$ cat config.mk
export PLATFORM = sky130hd
export DESIGN_NAME = hdlc_line_monitor
export DESIGN_NICKNAME = d
export VERILOG_FILES = /design/src/rtl/hdlc_mon_pkg.sv /design/src/rtl/hdlc_mon_chan.sv /design/src/rtl/hdlc_line_monitor.sv
export SDC_FILE = /design/constraint.sdc
export NUM_CORES = 1
export LEC_CHECK = 0
export CORE_MARGIN = 2
export CORE_UTILIZATION = 45
export CTS_BUF_LIST = sky130_fd_sc_hd__clkbuf_2
export DETAILED_ROUTE_END_ITERATION = 8
export PLACE_DENSITY = 0.77
export SETUP_SLACK_MARGIN = 0.05
export SLEW_MARGIN = 15
export SYNTH_ARGS = -nofsm -noshare
export SYNTH_HDL_FRONTEND = slang
export SYNTH_SLANG_ARGS = --single-unit
$ cat constraint.sdc
create_clock -name i_clk -period 2.6 [get_ports i_clk]
set_input_delay 0.52 -clock i_clk [delete_from_list [all_inputs] [get_ports i_clk]]
set_output_delay 0.52 -clock i_clk [all_outputs]
set_load 0.02 [all_outputs]
$ cat src/rtl/hdlc_mon_pkg.sv
// Shared types and constants for the HDLC line monitor.
package hdlc_mon_pkg;

  // Per-channel framing states.
  typedef enum logic [1:0] {
    HUNT,
    IDLE,
    OPEN,
    FRAME
  } mon_state_e;

  localparam logic [7:0] FLAG_PATTERN   = 8'h7E;
  localparam int         ABORT_ONES     = 7;
  localparam int         STUFF_ONES     = 5;
  // Bits of the closing flag already counted when its final zero arrives.
  localparam int         FLAG_TAIL_BITS = 7;

  // Next value of the saturating 4-bit ones-run counter for sample b.
  function automatic logic [3:0] ones_next(input logic [3:0] ones, input logic b);
    if (!b) begin
      return 4'd0;
    end
    return (ones == 4'hF) ? ones : ones + 4'd1;
  endfunction

endpackage

$ cat src/rtl/hdlc_mon_chan.sv
// One HDLC line monitor channel: flag/abort/idle detection, destuffed
// bit counting, frame length/alignment checks and an optional saturating
// error counter (compiled in when HDLC_MON_ERRCNT_EN is defined).
module hdlc_mon_chan
  import hdlc_mon_pkg::*;
#(
  parameter int MAX_BYTES = 128,
  parameter int MIN_BYTES = 4,
  parameter int IDLE_MIN  = 15,
  parameter int CNT_W     = 16
) (
  input  logic             i_clk,
  input  logic             i_rst_n,
  input  logic             i_en,
  input  logic             i_line,
  input  logic             i_err_clr,
  output logic             o_flag_pulse,
  output logic             o_frame_end,
  output logic             o_abort_pulse,
  output logic             o_align_err,
  output logic             o_len_err,
  output logic             o_idle,
  output logic [CNT_W-1:0] o_err_cnt
);

  localparam int CNT_BITS = $clog2(MAX_BYTES * 8 + 8) + 1;
  localparam logic [CNT_BITS-1:0] CNT_SAT  = '1;
  localparam logic [CNT_BITS-1:0] TAIL     = CNT_BITS'(FLAG_TAIL_BITS);
  localparam logic [CNT_BITS-1:0] MIN_BITS = CNT_BITS'(MIN_BYTES * 8);
  localparam logic [CNT_BITS-1:0] MAX_BITS = CNT_BITS'(MAX_BYTES * 8);

  mon_state_e          r_state, w_state_nxt;
  logic [7:0]          r_sreg;
  logic [3:0]          r_ones;
  logic [CNT_BITS-1:0] r_cnt, w_cnt_nxt;
  logic                r_flag_pulse, r_frame_end, r_abort_pulse, r_align_err, r_len_err, r_idle;

  logic [7:0]          w_sample;
  logic                w_flag;
  logic [3:0]          w_ones_nxt;
  logic                w_stuffed;
  logic [CNT_BITS-1:0] w_cnt_inc;
  logic [CNT_BITS-1:0] w_data_bits;
  logic                w_frame_end, w_abort, w_align, w_len;
  logic                w_unused;

  assign w_sample    = {r_sreg[6:0], i_line};
  assign w_flag      = (w_sample == FLAG_PATTERN);
  assign w_ones_nxt  = ones_next(r_ones, i_line);
  assign w_stuffed   = !i_line && (r_ones == 4'(STUFF_ONES));
  assign w_cnt_inc   = (r_cnt == CNT_SAT) ? r_cnt : r_cnt + CNT_BITS'(1);
  assign w_data_bits = r_cnt - TAIL;

  // Next-state, bit count and event decode for the current sample.
  always_comb begin
    // NOTE: every output of this block gets a default first, so no path leaves one unassigned and no latch is inferred.
    w_state_nxt = r_state;
    w_cnt_nxt   = r_cnt;
    w_frame_end = 1'b0;
    w_abort     = 1'b0;
    w_align     = 1'b0;
    w_len       = 1'b0;
    if (i_en) begin
      case (r_state)
        HUNT: begin
          if (w_flag) begin
            w_state_nxt = OPEN;
          end else if (w_ones_nxt == 4'(IDLE_MIN)) begin
            w_state_nxt = IDLE;
          end
        end
        IDLE: begin
          if (w_flag) begin
            w_state_nxt = OPEN;
          end
        end
        OPEN: begin
          w_state_nxt = FRAME;
          w_cnt_nxt   = w_stuffed ? '0 : CNT_BITS'(1);
        end
        FRAME: begin
          if (w_flag) begin
            w_state_nxt = OPEN;
            // Seven or fewer bits since the last flag is shared-zero fill.
            if (r_cnt > TAIL) begin
              w_frame_end = 1'b1;
              w_align     = (w_data_bits[2:0] != 3'd0);
              w_len       = (w_data_bits < MIN_BITS) || (w_data_bits > MAX_BITS);
            end
          end else if (w_ones_nxt == 4'(ABORT_ONES)) begin
            w_state_nxt = HUNT;
            // Only ones since the flag means the line went idle, not an abort.
            w_abort     = (w_cnt_inc != TAIL);
          end else if (!w_stuffed) begin
            w_cnt_nxt = w_cnt_inc;
          end
        end
        default: w_state_nxt = HUNT;
      endcase
    end
  end

  // Line history, FSM state and registered event pulses.
  always_ff @(posedge i_clk or negedge i_rst_n) begin
    if (!i_rst_n) begin
      r_state       <= HUNT;
      r_sreg        <= '0;
      r_ones        <= '0;
      r_cnt         <= '0;
      r_flag_pulse  <= 1'b0;
      r_frame_end   <= 1'b0;
      r_abort_pulse <= 1'b0;
      r_align_err   <= 1'b0;
      r_len_err     <= 1'b0;
      r_idle        <= 1'b0;
    end else begin
      // NOTE: non-blocking assignments so every flop samples the pre-edge values of the others.
      if (i_en) begin
        r_sreg <= w_sample;
        r_ones <= w_ones_nxt;
      end
      r_state       <= w_state_nxt;
      r_cnt         <= w_cnt_nxt;
      r_flag_pulse  <= i_en && w_flag;
      r_frame_end   <= w_frame_end;
      r_abort_pulse <= w_abort;
      r_align_err   <= w_align;
      r_len_err     <= w_len;
      r_idle        <= (w_state_nxt == IDLE);
    end
  end

  assign o_flag_pulse  = r_flag_pulse;
  assign o_frame_end   = r_frame_end;
  assign o_abort_pulse = r_abort_pulse;
  assign o_align_err   = r_align_err;
  assign o_len_err     = r_len_err;
  assign o_idle        = r_idle;

`ifdef HDLC_MON_ERRCNT_EN
  logic [CNT_W-1:0] r_err_cnt;

  // Saturating error count; a clear wins over a same-cycle increment.
  always_ff @(posedge i_clk or negedge i_rst_n) begin
    if (!i_rst_n) begin
      r_err_cnt <= '0;
    end else if (i_err_clr) begin
      r_err_cnt <= '0;
    end else if ((r_abort_pulse || r_align_err || r_len_err) && (r_err_cnt != '1)) begin
      r_err_cnt <= r_err_cnt + CNT_W'(1);
    end
  end

  assign o_err_cnt = r_err_cnt;
  assign w_unused  = r_sreg[7];
`else
  assign o_err_cnt = '0;
  assign w_unused  = ^{i_err_clr, r_sreg[7]};
`endif

endmodule

$ cat src/rtl/hdlc_line_monitor.sv
// Multi-channel HDLC serial line monitor: one independent hdlc_mon_chan
// per line. Error counters exist only when HDLC_MON_ERRCNT_EN is defined;
// otherwise o_err_cnt reads 0 and i_err_clr is ignored.
module hdlc_line_monitor
  import hdlc_mon_pkg::*;
#(
  parameter int CHANNELS  = 1,
  parameter int MAX_BYTES = 128,
  parameter int MIN_BYTES = 4,
  parameter int IDLE_MIN  = 15,
  parameter int CNT_W     = 16
) (
  input  logic                      i_clk,
  input  logic                      i_rst_n,
  input  logic                      i_en,
  input  logic [CHANNELS-1:0]       i_line,
  input  logic                      i_err_clr,
  output logic [CHANNELS-1:0]       o_flag_pulse,
  output logic [CHANNELS-1:0]       o_frame_end,
  output logic [CHANNELS-1:0]       o_abort_pulse,
  output logic [CHANNELS-1:0]       o_align_err,
  output logic [CHANNELS-1:0]       o_len_err,
  output logic [CHANNELS-1:0]       o_idle,
  output logic [CHANNELS*CNT_W-1:0] o_err_cnt
);

  // One monitor per serial line; channel g owns bits [g*CNT_W +: CNT_W] of the count bus.
  for (genvar g = 0; g < CHANNELS; g++) begin : g_chan
    hdlc_mon_chan #(
      .MAX_BYTES (MAX_BYTES),
      .MIN_BYTES (MIN_BYTES),
      .IDLE_MIN  (IDLE_MIN),
      .CNT_W     (CNT_W)
    ) u_chan (
      .i_clk         (i_clk),
      .i_rst_n       (i_rst_n),
      .i_en          (i_en),
      .i_line        (i_line[g]),
      .i_err_clr     (i_err_clr),
      .o_flag_pulse  (o_flag_pulse[g]),
      .o_frame_end   (o_frame_end[g]),
      .o_abort_pulse (o_abort_pulse[g]),
      .o_align_err   (o_align_err[g]),
      .o_len_err     (o_len_err[g]),
      .o_idle        (o_idle[g]),
      .o_err_cnt     (o_err_cnt[g*CNT_W +: CNT_W])
    );
  end

endmodule

After elaboration in Yosys (flattened, before gate mapping)
Cells that the tools add are included.
{"block": "totals", "register_bits": 31, "latch_bits": 0, "mem_bits_rw": 0, "romBits": 0, "inputBits": 5, "out_inout_bits": 22, "elab_cells": 69, "memories": 0}
{"block": "op_classes", "addsub": 3, "multipliers": 0, "div": 0, "n_lt_le_gt_ge": 3, "eq_ne": 14, "shift": 0, "mux": 31, "n_bitwise": 0, "n_reduce_logical": 8}
{"operator": "$mux W12", "count": 4}
{"operator": "$pmux W12 S2", "count": 1}
{"operator": "$mux W1", "count": 17}
{"operator": "$add A12 B1 Y12 const B", "count": 1}
{"operator": "$eq A12 B12 Y1 const B", "count": 1}
{"operator": "$gt A12 B11 Y1 const B", "count": 1}
{"operator": "$gt A12 B3 Y1 const B", "count": 1}
{"operator": "$lt A12 B6 Y1 const B", "count": 1}
{"operator": "$mux W2", "count": 6}
{"operator": "$ne A12 B3 Y1 const B", "count": 1}
{"operator": "$sub A12 B3 Y12 const B", "count": 1}
{"operator": "$eq A4 B3 Y1 const B", "count": 2}
{"operator": "$eq A4 B4 Y1 const B", "count": 2}
{"operator": "$eq A8 B7 Y1 const B", "count": 1}
{"operator": "$mux W4", "count": 2}
{"operator": "$pmux W2 S4", "count": 1}
{"operator": "$ne A2 B2 Y1 const B", "count": 3}
{"operator": "$reduce_and A5 Y1", "count": 1}
{"operator": "$add A4 B1 Y4 const B", "count": 1}
{"operator": "$eq A2 B1 Y1 const B", "count": 2}
{"operator": "$eq A2 B2 Y1 const B", "count": 2}
{"operator": "$reduce_bool A3 Y1", "count": 1}
{"operator": "$logic_and A1 B1 Y1", "count": 2}
{"operator": "$logic_not A2 Y1", "count": 1}
{"operator": "3 further kinds", "count": 3}

Depth between registers and ports, before layout
{"block": "logic_depth", "ltp_word": 9, "depth_mapped": 8, "mapped_depth_nobuf": 7}

Least setup slack after synthesis
Ideal clock, no wire load.
{"block": "synth_timing", "kind": "register to register", "startpoint": "register g_chan[0].u_chan.r_ones[0]", "endpoint": "register g_chan[0].u_chan.r_cnt[4]", "setup_ns": 0.121, "arrival_time_ns": 1.826, "t_required_ns": 2.479, "path_slack_ns": 0.653, "stages_incl_launch_ff": 7, "n_path_buf": 0, "synth_period_minus_slack_ns": 1.947, "path_cell_list": "dfrtp_1 ha_1 xor2_1 a41oi_1 nor4b_2 mux2_1 a22o_1"}
{"block": "synth_between", "elab_chain_cells": 6, "elab_cells_between_ends": 10, "classes_between": "add/sub (1); eq/ne (5); mux (2); reduce/logical (2)"}
{"element": "from (decl)", "line": "hdlc_mon_chan.sv:34", "source": "logic [3:0] r_ones;"}
{"element": "from (signal assigned)", "line": "hdlc_mon_chan.sv:120", "source": "r_ones <= w_ones_nxt;"}
{"element": "$add A4 B1 Y4 or $eq A4 B4 Y1 (tied branches)", "line": "hdlc_mon_pkg.sv:23", "source": "return (ones == 4'hF) ? ones : ones + 4'd1;"}
{"element": "$mux W4 (2 in a row)", "line": "hdlc_mon_pkg.sv:23"}
{"element": "$eq A4 B3 Y1", "line": "hdlc_mon_chan.sv:90", "source": "end else if (w_ones_nxt == 4'(ABORT_ONES)) begin"}
{"element": "$ne A2 B2 Y1 (no source line)"}
{"element": "$reduce_and A5 Y1 (no source line) (*)"}
{"element": "to (signal assigned)", "line": "hdlc_mon_chan.sv:123", "source": "r_cnt <= w_cnt_nxt;"}
{"element": "to (decl)", "line": "hdlc_mon_chan.sv:35", "source": "logic [CNT_BITS-1:0] r_cnt, w_cnt_nxt;"}
Mark *: on every way between the ends. The rest lies on a longest branch, timed or not.
A chain may end at the register's enable or synchronous reset.

Worst setup path in the final report
Same ends and word-level chain as after synthesis.

==> flow_metrics.env <==
export IMPL_cpMaxStageDelayCell="dfrtp_1"
export IMPL_endpoint="g_chan[0].u_chan.r_cnt[4]"
export IMPL_drv_cap=0
export IMPL_postCtsHoldBufs=0
export IMPL_vdd_drop_max_mv=0.198
export IMPL_grt_pass1_vias=1525
export IMPL_fp_dieH_um=73.6
export IMPL_wire_per_inst_um=14.8
export IMPL_clock_latency_ns=0.38
export IMPL_min_period_over_period_pct=85.9
export IMPL_overflow=0
export IMPL_drt_iter0_drc=179
export IMPL_dp_cells=286
export IMPL_ctsHtreeMaxLevel=2
export IMPL_r2r_slack_ns=0.37
export IMPL_crit_type="flip-flop to flip-flop"
export IMPL_start_util_pct=46.5
export IMPL_diodes=0
export IMPL_numPortBuffers=9
export IMPL_crit_path_cell_trace="ha_1 -> xor2_1 -> a41oi_1 -> nor4b_2 -> mux2_1 -> a22o_1"
export IMPL_drive_above_1_share_pct=13.3
export IMPL_synth_edf_count=0
export IMPL_grt_pass1_wl_mm=7.25
export IMPL_rr_endpoint="g_chan[0].u_chan.r_cnt[4]"
export IMPL_syn_mean_instance_area_um2=9.24
export IMPL_cts_resized=0
export IMPL_drtAntennaViolNets=0
export IMPL_yosys_warnings=0
export IMPL_r2r_start="g_chan[0].u_chan.r_ones[0]"
export IMPL_fin_tns_setup_ns=0
export IMPL_synth_ff_type="dfrtp_1"
export IMPL_synth_seq_area_share_pct=35.6
export IMPL_hold_viol=0
export IMPL_critPathMaxStageDelay_ns=0.50
export IMPL_synth_area_um2=2180
export IMPL_status="completed"
export IMPL_die_area_um2=5420
export IMPL_layout_commonest_cell="dfrtp_1"
export IMPL_dr_pass1_iters=4
export IMPL_core_region_area_um2=4690
export IMPL_ys_async_sr_fraction_pct=100
export IMPL_synthCells=236
export IMPL_critPathArrivalTime_ns=2.52
export IMPL_crit_path_start_kind="flip-flop"
export IMPL_grt_max_degree=32
export IMPL_fmax_mhz=448
export IMPL_critical_path_top_delay_family="flip-flops"
export IMPL_via_count=1724
export IMPL_hold_class="primary input to asynchronous set/reset pin"
export IMPL_p_leak_nw=0.998
export IMPL_track_usage_pct=17.5
export IMPL_cts_setup_buffers=0
export IMPL_die_w_um=73.6
export IMPL_drc_errors=0
export IMPL_gp_congestion=0.860
export IMPL_wl_mm=4.36
export IMPL_crit_cells=6
export IMPL_via_per_inst=5.86
export IMPL_worst_path_max_fanout=8
export IMPL_path_clk_slew_ns=0.18
export IMPL_setup_viol=0
export IMPL_cts_buffers=5
export IMPL_layout_common_cells="dfrtp_1, a21oi_1, conb_1"
export IMPL_slew_viol_final=0
export IMPL_fin_crit_ns=2.23
export IMPL_ys_types=61
export IMPL_tightest_slew_ns=0.599
export IMPL_rows=25
export IMPL_antenna_found_initial=0
export IMPL_clk_path_buf_depth=2
export IMPL_io_pins=27
export IMPL_clock_skew_ns=0.0319
export IMPL_cts_tree="done"
export IMPL_place_hpwl_mm=3.10
export IMPL_fin_cells=294
export IMPL_worstPathBufferInverterCount=0
export IMPL_p_per_area_nw_per_um2=539
export IMPL_slew_limit_headroom_pct=59.7
export IMPL_final_nets=248
export IMPL_ys_ff_latch=31
export IMPL_root_buffer="clkbuf_2"
export IMPL_cts_sinks=31
export IMPL_syn2layout_area_growth_pct=5.62
export IMPL_rsz0062_at_grt="false"
export IMPL_endpoint_kind="flip-flop"
export IMPL_cp_startpoint="g_chan[0].u_chan.r_ones[0]"
export IMPL_reg2regPathDepth=6
export IMPL_cp_data_required_time_ns=2.88
==> worst min path at each step <==
stage | cells after the start | endpoint | slack, ns
detailed placement | 1 | g_chan[0].u_chan.r_sreg[6] | 0.51
floorplan | 0 | g_chan[0].u_chan.o_abort_pulse | 0.22
global placement | 1 | g_chan[0].u_chan.r_sreg[6] | 0.49
finish | 2 | g_chan[0].u_chan.r_ones[0] | 0.50
global route | 2 | g_chan[0].u_chan.r_ones[0] | 0.48
CTS | 2 | g_chan[0].u_chan.r_ones[0] | 0.49
==> logic make-up after synthesis <==
kind of cell / count (synthesis) / synth area share [%]
buf+inv: 43 / 11.3
flops: 31 / 35.6
mux: 9 / 4.59
other cells: 1 / 0.172
simple gates: 74 / 21.3
fa+ha+maj: 4 / 2.29
xor+xnor: 5 / 2.01
compound gates: 69 / 22.7
==> layout make-up <==
| type | instances | area (um^2) |
|---|---|---|
| Clock buffer | 5 | 25.0 |
| Clock inverter | 3 | 38.8 |
| Fill cell | 446 | 2390 |
| Inverter | 9 | 33.8 |
| Multi-Input combinational cell | 177 | 1210 |
| Sequential cell | 31 | 776 |
| Tap cell | 54 | 67.6 |
| Timing Repair Buffer | 15 | 148 |
==> per-layer routing <==
layer | part of all wire, % | up-vias | global-route usage [%]
met2 | 47 | 59 | 25.8
met4 | 2.1 | 0 | 9.90
met5 | 0 | - | 0
li1 | - | 856 | -
met3 | 4.4 | 6 | 4.12
met1 | 46 | 803 | 23.6
==> cells in the mapped netlist (all sizes together) (2+ instances only) <==
master	number	share of area, %
dfrtp	31	36
buf	25	8.2
a21oi	17	4.1
nand2	14	2.4
nand3	11	2.8
o21ai	11	2.5
nor2	10	1.8
clkbuf	9	1.5
inv	9	1.5
mux2	8	4.1
nand4	6	1.7
a31oi	5	1.4
a41oi	5	2.0
and3	5	1.4
o31ai	5	1.7
and2	4	1.1
ha	4	2.3
nor3	4	0.92
xnor2	4	1.6
a211oi	3	1.0
and4	3	1.3
nand4b	3	1.9
nor4	3	0.86
o211ai	3	1.0
o21a	3	1.0
a21o	2	0.69
a22o	2	0.80
nor4b	2	1.8
o22a	2	0.80
or2	2	0.57
==> flip-flops by register name (all words and copies together) (netlist names) <==
name / cells
g_chan.u_chan.o_frame_end: 1
g_chan.u_chan.o_len_err: 1
g_chan.u_chan.o_flag_pulse: 1
g_chan.u_chan.r_cnt: 12
g_chan.u_chan.r_ones: 4
g_chan.u_chan.o_idle: 1
g_chan.u_chan.o_abort_pulse: 1
g_chan.u_chan.r_sreg: 7
g_chan.u_chan.o_align_err: 1
g_chan.u_chan.r_state: 2
==> worst reg2reg max path, stage by stage, from the launching register on <==
cell and delay [ns]:
dfrtp_1 0.50, ha_1 0.31, xor2_1 0.20, a41oi_1 0.31, nor4b_2 0.29, mux2_1 0.36, a22o_1 0.18
==> power breakdown <==
group	total (W)	internal (W)	switching, W
Sequential	0.000641	0.000542	0.0000992
Combinational	0.000273	0.000127	0.000146
Clock	0.000328	0.000158	0.000169
Total	0.00124	0.000827	0.000414
==> metrics by stage <==
| stage | setup WS [ns] | total power [W] | area, um^2 | hold slack [ns] | utilization [%] |
|---|---|---|---|---|---|
| after global routing | 0.233 | 0.00132 | 2300 | 0.481 | 49.1 |
| after floorplan | 0.653 | 0.000859 | 2240 | 0.224 | - |
| after CTS | 0.360 | 0.00125 | 2300 | 0.492 | 49.1 |
| after detailed placement | 0.122 | 0.000923 | 2240 | 0.513 | 47.7 |
| after global placement | 0.179 | 0.000910 | 2240 | 0.492 | 47.7 |
| final | 0.366 | 0.00124 | 2300 | 0.497 | 49.1 |
(Power assumes the default switching activity.)
